## config.mk

```make
export PLATFORM = sky130hd
export DESIGN_NAME = trig_rate_limiter_flat
export DESIGN_NICKNAME = d
export VERILOG_FILES = /design/src/rtl/trig_rate_limiter_pkg.sv /design/src/rtl/trig_rate_limiter_if.sv /design/src/rtl/trig_rl_fifo.sv /design/src/rtl/trig_rate_limiter.sv /design/src/flat_wrapper.sv
export SDC_FILE = /design/constraint.sdc
export NUM_CORES = 1
export LEC_CHECK = 0
export CORE_MARGIN = 1.5
export CORE_UTILIZATION = 35
export DETAILED_ROUTE_END_ITERATION = 10
export GPL_ROUTABILITY_DRIVEN = 1
export HOLD_SLACK_MARGIN = 0.03
export SYNTH_ARGS = -nofsm -noshare
export SYNTH_HDL_FRONTEND = slang
export SYNTH_SLANG_ARGS = --single-unit
```

## constraint.sdc

```tcl
create_clock -name ifclk -period 7.52 [get_ports ifclk]
set_clock_uncertainty 0.05 [all_clocks]
set_input_delay 1.128 -clock ifclk [delete_from_list [all_inputs] [get_ports ifclk]]
set_output_delay 1.128 -clock ifclk [all_outputs]
set_load 0.1 [all_outputs]
```

## src/rtl/trig_rate_limiter_pkg.sv

```systemverilog
// Shared types and helpers for the trigger rate limiter.
package trig_rate_limiter_pkg;

   typedef enum logic [1:0] {
      DISABLED = 2'd0,
      ARMED    = 2'd1,
      HOLDOFF  = 2'd2
   } state_t;

   localparam int CNT_W = 32;

   function automatic logic [CNT_W-1:0] sat_inc(input logic [CNT_W-1:0] v, input logic inc);
      return (inc && (v != '1)) ? v + CNT_W'(1) : v;
   endfunction

endpackage

```

## src/rtl/trig_rate_limiter_if.sv

```systemverilog
// AXI4-Stream style trigger channel (data/valid/ready).
interface trig_rate_limiter_if #(
   parameter int DATA_WIDTH = 32
);
   logic [DATA_WIDTH-1:0] tdata;
   logic                  tvalid;
   logic                  tready;

   modport master (output tdata, output tvalid, input tready);
   modport slave  (input tdata, input tvalid, output tready);
endinterface

```

## src/rtl/trig_rl_fifo.sv

```systemverilog
// Small first-word-fall-through FIFO; head word and valid come straight from registers.
module trig_rl_fifo #(
   parameter int DATA_WIDTH = 32,
   parameter int FIFO_DEPTH = 4,
   localparam int AW = $clog2(FIFO_DEPTH),
   localparam int CW = AW + 1
) (
   input  logic                  clk,
   input  logic                  rst,
   input  logic                  i_clr,
   input  logic                  i_wr,
   input  logic [DATA_WIDTH-1:0] i_wdata,
   input  logic                  i_rd,
   output logic [DATA_WIDTH-1:0] o_rdata,
   output logic                  o_full,
   output logic                  o_empty,
   output logic [CW-1:0]         o_count
);

   logic [DATA_WIDTH-1:0] r_mem [FIFO_DEPTH];
   logic [AW-1:0]         r_wptr;
   logic [AW-1:0]         r_rptr;
   logic [CW-1:0]         r_count;
   logic                  w_wr;
   logic                  w_rd;

   assign o_full  = (r_count == CW'(FIFO_DEPTH));
   assign o_empty = (r_count == '0);
   assign o_count = r_count;
   assign o_rdata = r_mem[r_rptr];
   assign w_wr    = i_wr && !o_full;
   assign w_rd    = i_rd && !o_empty;

   always_ff @(posedge clk or posedge rst) begin
      if (rst) begin
         for (int i = 0; i < FIFO_DEPTH; i++) r_mem[i] <= '0;
         r_wptr  <= '0;
         r_rptr  <= '0;
         r_count <= '0;
      end else if (i_clr) begin
         r_wptr  <= '0;
         r_rptr  <= '0;
         r_count <= '0;
      end else begin
         if (w_wr) begin
            r_mem[r_wptr] <= i_wdata;
            r_wptr        <= r_wptr + AW'(1);
         end
         if (w_rd) r_rptr <= r_rptr + AW'(1);
         r_count <= r_count + CW'(w_wr) - CW'(w_rd);
      end
   end

endmodule

```

## src/rtl/trig_rate_limiter.sv

```systemverilog
// Trigger holdoff + per-window quota limiter; excess triggers are dropped and counted.
module trig_rate_limiter
   import trig_rate_limiter_pkg::*;
#(
   parameter int DATA_WIDTH   = 32,
   parameter int FIFO_DEPTH   = 4,
   parameter int HOLDOFF_BITS = 16,
   parameter int WINDOW_BITS  = 20,
   parameter int QUOTA_BITS   = 8
) (
   input  logic                    ifclk,
   input  logic                    rst_i,
   input  logic                    runrst_i,
   input  logic                    enable_i,
   input  logic [HOLDOFF_BITS-1:0] holdoff_i,
   input  logic [WINDOW_BITS-1:0]  window_len_i,
   input  logic [QUOTA_BITS-1:0]   max_count_i,
   trig_rate_limiter_if.slave      s_trig,
   trig_rate_limiter_if.master     m_trig,
   output logic [CNT_W-1:0]        accepted_count_o,
   output logic [CNT_W-1:0]        dropped_count_o,
   output logic                    holdoff_active_o
);

   localparam int FCW = $clog2(FIFO_DEPTH) + 1;

   state_t                  r_state, w_state_nxt;
   logic [HOLDOFF_BITS-1:0] r_ho_cnt, w_ho_nxt;
   logic [WINDOW_BITS-1:0]  r_win_tmr, w_tmr_nxt;
   logic [QUOTA_BITS-1:0]   r_win_cnt, w_wcnt_nxt;
   logic [CNT_W-1:0]        r_acc, r_drp;

   logic           w_full, w_empty;
   logic [FCW-1:0] w_unused_count;
   logic           w_quota_ok, w_terminal, w_accept, w_drop;

   assign w_quota_ok = (max_count_i == '0) || (window_len_i == '0) || (r_win_cnt < max_count_i);
   // Also catches window_len_i == 0 and a window shortened below the running timer.
   assign w_terminal = ({1'b0, r_win_tmr} + (WINDOW_BITS+1)'(1)) >= {1'b0, window_len_i};
   assign w_accept   = !runrst_i && enable_i && (r_state == ARMED) && s_trig.tvalid
                       && w_quota_ok && !w_full;
   assign w_drop     = !runrst_i && enable_i && s_trig.tvalid && !w_accept;

   always_comb begin
      w_state_nxt = r_state;
      w_ho_nxt    = r_ho_cnt;
      w_tmr_nxt   = r_win_tmr;
      w_wcnt_nxt  = r_win_cnt;
      if (runrst_i || !enable_i) begin
         w_state_nxt = (runrst_i && enable_i) ? ARMED : DISABLED;
         w_ho_nxt    = '0;
         w_tmr_nxt   = '0;
         w_wcnt_nxt  = '0;
      end else begin
         case (r_state)
            DISABLED: w_state_nxt = ARMED;
            ARMED: begin
               if (w_accept && (holdoff_i != '0)) begin
                  w_state_nxt = HOLDOFF;
                  w_ho_nxt    = holdoff_i;
               end
            end
            HOLDOFF: begin
               w_ho_nxt = r_ho_cnt - HOLDOFF_BITS'(1);
               if (r_ho_cnt == HOLDOFF_BITS'(1)) w_state_nxt = ARMED;
            end
            default: w_state_nxt = DISABLED;
         endcase
         if (r_state != DISABLED) begin
            if (w_terminal) begin
               w_tmr_nxt  = '0;
               w_wcnt_nxt = '0;
            end else begin
               w_tmr_nxt  = r_win_tmr + WINDOW_BITS'(1);
               w_wcnt_nxt = (w_accept && (r_win_cnt != '1)) ? r_win_cnt + QUOTA_BITS'(1) : r_win_cnt;
            end
         end
      end
   end

   always_ff @(posedge ifclk or posedge rst_i) begin
      if (rst_i) begin
         r_state   <= DISABLED;
         r_ho_cnt  <= '0;
         r_win_tmr <= '0;
         r_win_cnt <= '0;
         r_acc     <= '0;
         r_drp     <= '0;
      end else begin
         r_state   <= w_state_nxt;
         r_ho_cnt  <= w_ho_nxt;
         r_win_tmr <= w_tmr_nxt;
         r_win_cnt <= w_wcnt_nxt;
         if (runrst_i) begin
            r_acc <= '0;
            r_drp <= '0;
         end else begin
            r_acc <= sat_inc(r_acc, w_accept);
            r_drp <= sat_inc(r_drp, w_drop);
         end
      end
   end

   trig_rl_fifo #(
      .DATA_WIDTH(DATA_WIDTH),
      .FIFO_DEPTH(FIFO_DEPTH)
   ) u_fifo (
      .clk    (ifclk),
      .rst    (rst_i),
      .i_clr  (runrst_i),
      .i_wr   (w_accept),
      .i_wdata(s_trig.tdata),
      .i_rd   (m_trig.tready),
      .o_rdata(m_trig.tdata),
      .o_full (w_full),
      .o_empty(w_empty),
      .o_count(w_unused_count)
   );

   assign m_trig.tvalid    = !w_empty;
   assign s_trig.tready    = 1'b1;
   assign accepted_count_o = r_acc;
   assign dropped_count_o  = r_drp;
   assign holdoff_active_o = (r_state == HOLDOFF);

endmodule

```

## src/flat_wrapper.sv

```systemverilog
// flat-port wrapper written by rule: the top's interface ports become plain ports
module trig_rate_limiter_flat import trig_rate_limiter_pkg::*;
#(
   parameter int DATA_WIDTH   = 32,
   parameter int FIFO_DEPTH   = 4,
   parameter int HOLDOFF_BITS = 16,
   parameter int WINDOW_BITS  = 20,
   parameter int QUOTA_BITS   = 8
)
  (ifclk, rst_i, runrst_i, enable_i, holdoff_i, window_len_i, max_count_i, accepted_count_o, dropped_count_o, holdoff_active_o, s_trig_tdata, s_trig_tvalid, s_trig_tready, m_trig_tdata, m_trig_tvalid, m_trig_tready);
  trig_rate_limiter_if #(.DATA_WIDTH(DATA_WIDTH)) s_trig_i ();
  trig_rate_limiter_if #(.DATA_WIDTH(DATA_WIDTH)) m_trig_i ();
  input  logic ifclk;
  input  logic rst_i;
  input  logic runrst_i;
  input  logic enable_i;
  input  logic [HOLDOFF_BITS-1:0] holdoff_i;
  input  logic [WINDOW_BITS-1:0] window_len_i;
  input  logic [QUOTA_BITS-1:0] max_count_i;
  output logic [CNT_W-1:0] accepted_count_o;
  output logic [CNT_W-1:0] dropped_count_o;
  output logic holdoff_active_o;
  input wire logic [$bits(s_trig_i.tdata)-1:0] s_trig_tdata;
  input wire logic [$bits(s_trig_i.tvalid)-1:0] s_trig_tvalid;
  output wire logic [$bits(s_trig_i.tready)-1:0] s_trig_tready;
  output wire logic [$bits(m_trig_i.tdata)-1:0] m_trig_tdata;
  output wire logic [$bits(m_trig_i.tvalid)-1:0] m_trig_tvalid;
  input wire logic [$bits(m_trig_i.tready)-1:0] m_trig_tready;
  assign s_trig_i.tdata = s_trig_tdata;
  assign s_trig_i.tvalid = s_trig_tvalid;
  assign s_trig_tready = s_trig_i.tready;
  assign m_trig_tdata = m_trig_i.tdata;
  assign m_trig_tvalid = m_trig_i.tvalid;
  assign m_trig_i.tready = m_trig_tready;
  trig_rate_limiter #(.DATA_WIDTH(DATA_WIDTH), .FIFO_DEPTH(FIFO_DEPTH), .HOLDOFF_BITS(HOLDOFF_BITS), .WINDOW_BITS(WINDOW_BITS), .QUOTA_BITS(QUOTA_BITS)) u_core (.ifclk(ifclk), .rst_i(rst_i), .runrst_i(runrst_i), .enable_i(enable_i), .holdoff_i(holdoff_i), .window_len_i(window_len_i), .max_count_i(max_count_i), .s_trig(s_trig_i), .m_trig(m_trig_i), .accepted_count_o(accepted_count_o), .dropped_count_o(dropped_count_o), .holdoff_active_o(holdoff_active_o));
endmodule
```

Yosys cells after proc, flatten, opt, wreduce, memory -nomap -nowiden:

Cells that the tools add are included.

* add/sub/neg operators: 10
* multiplexer cells: 30
* eq/ne operators: 9
* bitwise gates (word level): 3
* $lt $le $gt $ge: 5
* reduce and logical (&&, ||, !) cells: 40

Operator list (count)
* 2-to-1 mux 32 bit: 7
* bitwise mux 128 bit: 1
* adder 32 x 1 -> 32 bit (second input constant): 2
* binary-select mux 32 bit (select 2 bit): 1
* demux 32 bit (select 2 bit): 1
* inequality test 32 bit (second input constant): 2
* 2-to-1 mux 20 bit: 3
* 2-to-1 mux 16 bit: 2
* 2-to-1 mux 8 bit: 4
* one-hot mux 16 bit (2 select lines): 1
* adder 20 x 1 -> 21 bit (second input constant): 1
* greater-or-equal comparator 21 x 20 -> 1 bit: 1
* adder 20 x 1 -> 20 bit (second input constant): 1
* logical NOT 20 bit: 1
* == test 16 x 1 -> 1 bit (second input constant): 1
* nonzero test 16 bit: 1
* subtractor 16 x 1 -> 16 bit (second input constant): 1
* logical AND 1 bit: 15
* 2-to-1 mux 2 bit: 7
* nonzero test 2 bit: 6
* adder 8 x 1 -> 8 bit (second input constant): 1
* logical NOT 8 bit: 1
* < comparator 8 bit: 1
* inequality test 8 bit (second input constant): 1
* other kinds (21): 34

* bits of input ports: 82
* register bits: 245
* output and inout port bits: 99

Logic depth before layout (Yosys ltp):

* depth in word-level cells: 11
* depth in mapped cells: 16

By module:

A second synthesis with hierarchy kept.

* cell total of the unflattened synthesis: 1270
* area total of the unflattened synthesis: 14263.7 um2

By module, submodules not included
* trig_rate_limiter: area each 7656.1 um2, cells each 909, seq. area each 2752.6 um2, instances 1
* trig_rl_fifo: area each 6607.6 um2, cells each 361, seq. area each 3378.2 um2, instances 1

Least setup slack after synthesis:

OpenSTA, ideal clock, no wires.

* kind: in2reg
* start: in max_count_i[1]
* end: reg u_core.u_fifo.r_count[2] (netlist: u_core.u_fifo.o_count[2])
* stages on the path: 15
* data required time: 7.338 ns
* library setup time: 0.132 ns
* slack: 3.621 ns
* data arrival time: 3.718 ns
* cell sequence: inv_1 ha_1 a211o_1 o2bb2ai_1 o21a_1 buf_6 nor3_4 inv_1 ha_1 inv_1 ha_1 inv_1 fa_1 xnor2_1 nor2_1

* cells in the longest elaborated chain, start to end: 9

RTL lines
* start, declared: line flat_wrapper.sv:19 `input logic [QUOTA_BITS-1:0] max_count_i;`
* parallel branches: the longest is 2 deep, another holds < comparator 8 bit
* logical OR 1 bit (*): line trig_rate_limiter.sv:37 `assign w_quota_ok = (max_count_i == '0) || (window_len_i == '0) || (r_win_cnt < max_count_i);`
* logical AND 1 bit (*) (2 in a row): line trig_rate_limiter.sv:41 `&& w_quota_ok && !w_full;`
* logical AND 1 bit (*): line trig_rl_fifo.sv:31 `assign w_wr = i_wr && !o_full;`
* adder 3 x 1 -> 3 bit (*): line trig_rl_fifo.sv:50 `r_count <= r_count + CW'(w_wr) - CW'(w_rd);`
* subtractor 3 x 1 -> 3 bit (*): line trig_rl_fifo.sv:50
* 2-to-1 mux 3 bit (*): line trig_rl_fifo.sv:40 `end else if (i_clr) begin`
* end signal, assigned: line trig_rl_fifo.sv:50
* end, declared: line trig_rl_fifo.sv:23 `logic [CW-1:0] r_count;`

Every way passes the cells marked *.
A chain may end at the register's enable or synchronous reset.

Worst setup path after layout:

* start: reg u_core.r_win_tmr[0]
* end: reg u_core.r_win_cnt[0]

* cells in the longest elaborated chain, start to end: 5

RTL lines
* start, declared: line trig_rate_limiter.sv:29 `logic [WINDOW_BITS-1:0] r_win_tmr, w_tmr_nxt;`
* start signal, assigned: line trig_rate_limiter.sv:92 `r_win_tmr <= w_tmr_nxt;`
* adder 20 x 1 -> 21 bit (*): line trig_rate_limiter.sv:39 `assign w_terminal = ({1'b0, r_win_tmr} + (WINDOW_BITS+1)'(1)) >= {1'b0, window_len_i};`
* greater-or-equal comparator 21 x 20 -> 1 bit (*): line trig_rate_limiter.sv:39
* 2-to-1 mux 8 bit: line trig_rate_limiter.sv:70 `if (w_terminal) begin`
* 2-to-1 mux 8 bit: line trig_rate_limiter.sv:69 `if (r_state != DISABLED) begin`
* 2-to-1 mux 8 bit: line trig_rate_limiter.sv:49 `if (runrst_i || !enable_i) begin`
* end signal, assigned: line trig_rate_limiter.sv:93 `r_win_cnt <= w_wcnt_nxt;`
* end, declared: line trig_rate_limiter.sv:30 `logic [QUOTA_BITS-1:0] r_win_cnt, w_wcnt_nxt;`

Mark *: on every way between the ends. The rest lies on a longest branch, timed or not. The select of a mux whose other input is x is not followed.

==> flow_metrics.env <==
export IMPL_fin_ws_ns=2.75
export IMPL_gp_congestion=0.835
export IMPL_cts_sinks=245
export IMPL_topRoutingLayerUsed="met4"
export IMPL_dp_hpwl_um=22900
export IMPL_postSynthAreaPerCell_um2=11.4
export IMPL_cp_max_fo=17
export IMPL_diodes=0
export IMPL_numCtsBuffers=29
export IMPL_layout_common_cells="dfrtp_1 (243), clkdlybuf4s50_1 (178), mux2_4 (120), nand2_1 (81), nor2_1 (81)"
export IMPL_cp_arrival_ns=5.20
export IMPL_coreArea_mm2=0.0386
export IMPL_regToRegSetupSlack_ns=2.75
export IMPL_timing_fmax_mhz=210
export IMPL_dieHeight_um=200
export IMPL_period_share_pct=63.4
export IMPL_met1_length_um=16100
export IMPL_hold_depth=1
export IMPL_clock_root_buffer="clkbuf_16"
export IMPL_port_buffers=179
export IMPL_gr_usage_all_layers_pct=17.2
export IMPL_finalHoldViolations=0
export IMPL_timing_setup_tns_ns=0
export IMPL_switching_share_pct=38.5
export IMPL_finalMaxSlewViolations=0
export IMPL_cp_startpoint="u_core.r_win_tmr[0]$_DFFE_PP0P_"
export IMPL_drt_iter0_markers=622
export IMPL_clkPwrFrac_pct=31.6
export IMPL_hold_class="flop to flop"
export IMPL_cts_hold_buf=0
export IMPL_htreeDepth=1
export IMPL_ant_nets=0
export IMPL_syn_to_final_growth_pct=23.8
export IMPL_min_to="u_core.u_fifo.r_mem[30]$_DFFE_PP0P_"
export IMPL_cts_setup_buffers=0
export IMPL_grt_max_degree=118
export IMPL_rsz0062_at_grt="false"
export IMPL_cts_max_path_buffers=3
export IMPL_timing_rr_start="u_core.r_win_tmr[0]$_DFFE_PP0P_"
export IMPL_routedWlPerCell_um=18.2
export IMPL_critPathKind="flop to flop"
export IMPL_syn_nets=1323
export IMPL_power_frac_comb_pct=37.2
export IMPL_maxCapViolCount=0
export IMPL_power_frac_seq_pct=31.2
export IMPL_power_switching_w=0.00191
export IMPL_relSlewSlack_pct=26.2
export IMPL_tightestPinTransition_ns=1.10
export IMPL_whs_ns=0.452
export IMPL_clock_latency_ns=0.55
export IMPL_io_pins=181
export IMPL_syn_inst=1201
export IMPL_required_ns=7.95
export IMPL_n_fill_cell=3656
export IMPL_syn_area_mm2=0.0136
export IMPL_synth_top_cell_area_share_pct=45.0
export IMPL_initial_core_util_pct=35.4
export IMPL_ff2ff_path_depth=13
export IMPL_drive_gt1_share_pct=18.0
export IMPL_dieArea_mm2=0.0402
export IMPL_timing_rr_end="u_core.r_win_cnt[0]$_DFFE_PP0P_"
export IMPL_drt_wl_total_um=34500
export IMPL_synth_yosys_seq_area_share_pct=45.0
export IMPL_peakVddDrop_uv=208
export IMPL_finalSetupViolations=0
export IMPL_synth_cell_types=69
export IMPL_synth_top_flop_cell="dfrtp_1"
export IMPL_cts_tree="yes"
export IMPL_final_common_cell="dfrtp_1"
export IMPL_rows=72
export IMPL_grt_pass1_vias=10200
export IMPL_wl_met3_um=1720
export IMPL_clk_pin_slew_ns=0.06
export IMPL_powerDensity_mw_per_mm2=295
export IMPL_wl_met2_um=16000
export IMPL_fin_nets=1475
export IMPL_dp_slack_ns=2.50
export IMPL_synthTopCellsByArea="dfrtp_1 (45%), mux2_4 (13%), mux4_2 (5.3%)"
export IMPL_vias=10100
export IMPL_route_detailed_drc=0
export IMPL_p_int_w=0.00306
export IMPL_antenna_found_initial=0
export IMPL_grt_pass1_wl_um=56700
export IMPL_cts_resized=0
export IMPL_fp_dieW_um=200
export IMPL_finalCriticalPeriod_ns=4.77
export IMPL_leakage_nw=7.57
export IMPL_async_reset_ff_share_pct=100
export IMPL_start_kind="flop"
export IMPL_viasPerCell=5.32
export IMPL_drt_first_pass_iters=4
export IMPL_ys_seq_elements=245
export IMPL_synth_top_area_cell="dfrtp_1"
export IMPL_worst_hold_startpoint="u_core.u_fifo.r_mem[30]$_DFFE_PP0P_"
export IMPL_ys_warn_count=0
export IMPL_critPathCaptureType="flop"
export IMPL_grt_ovfl_total=0
export IMPL_status="finished, final reports clean"
export IMPL_synth_enable_flop_cells=0
## cells in the mapped netlist, drive strengths merged, types with 20 or more instances
master / instances
a21oi: 63
buf: 28
clkbuf: 39
dfrtp: 245
ha: 39
inv: 46
mux2: 139
mux4: 32
nand2: 85
nand3: 38
nand4: 27
nor2: 81
nor3: 22
nor4: 23
o21ai: 53
or3: 30
xnor2: 20
## logic make-up (layout without fill, tap and decap cells)
group | after synthesis | in the layout | share of synthesized area [%]
XOR/XNOR | 34 | 34 | 2.18
other | 1 | 1 | 0.0275
flip-flops | 245 | 245 | 45.0
adder cells (fa/ha/maj) | 40 | 40 | 3.73
multiplexers | 175 | 175 | 20.4
buffers and inverters | 113 | 287 | 3.92
AND/OR/NAND/NOR | 385 | 385 | 15.0
AO/OA/AOI/OAI | 208 | 208 | 9.81
## area by class of cell
cell class / count / area (µm²) / share of cell area, %
well taps: 518 / 648 / 3.84
repair buffers: 188 / 1880 / 11.1
clock inverters: 14 / 277 / 1.64
clock buffers: 39 / 783 / 4.64
multi-input cells: 843 / 6980 / 41.4
flip-flops and latches: 245 / 6130 / 36.3
inverters: 46 / 176 / 1.05
## power groups by stage
stage	sequential, W	clock, W	combinational, W
CTS	0.00156	0.00161	0.00187
detailed placement	0.00157	0	0.00186
finish	0.00155	0.00157	0.00185
global route	0.00158	0.00167	0.00192
global placement	0.00157	0	0.00185
floorplan	0.00154	0	0.00148
## sequential cells by signal, indices dropped and copies added, names as in the netlist
signal	flops
u_core.r_win_cnt	8
u_core.r_win_tmr	20
u_core.dropped_count_o	32
u_core.u_fifo.r_mem	128
u_core.u_fifo.r_rptr	2
u_core.u_fifo.o_count	3
u_core.r_ho_cnt	16
u_core.r_state	2
u_core.accepted_count_o	32
u_core.u_fifo.r_wptr	2
## per-stage QoR
step,area [µm²],total power [W],std cells,utilization [%]
5_1_grt,16900,0.00517,1893,43.8
4_1_cts,16900,0.00504,1893,43.8
3_5_place_dp,15800,0.00344,1840,41.0
6_report,16900,0.00498,1893,43.8
3_3_place_gp,15800,0.00342,1840,41.0
2_1_floorplan,13600,0.00301,1201,-
## worst max-delay path, cell delays in order, from the launching register on
cell and delay [ns]:
dfrtp_1 0.44, ha_1 0.26, nand3_1 0.19, nor3_1 0.49, nand3_1 0.32, or2_2 0.40
xnor2_1 0.14, ha_1 0.30, a21o_1 0.16, a211oi_1 0.28, o2111ai_2 0.40, buf_4 0.34
nor4_2 0.63, mux2_2 0.28
## metal layers
layer,vias to the layer above,track usage [%]
li1,4737,-
met5,-,0
met4,0,3.63
met3,45,3.01
met2,240,27.6
met1,5048,24.3
## how the worst max path moves through the flow
stage                                                         to  slack, ns  cells past startpoint
after detailed placement      u_core.u_fifo.o_count[2]$_DFF_PP0_       2.50                     14
final                            u_core.r_win_cnt[0]$_DFFE_PP0P_       2.75                     13
after global placement        u_core.u_fifo.o_count[2]$_DFF_PP0_       2.64                     16
after floorplan           u_core.accepted_count_o[0]$_DFFE_PP0P_       3.12                      1
after global routing             u_core.r_win_cnt[0]$_DFFE_PP0P_       2.41                     13
after CTS                        u_core.r_win_cnt[0]$_DFFE_PP0P_       2.75                     13
No activity file was read; power rests on OpenSTA's default activity.
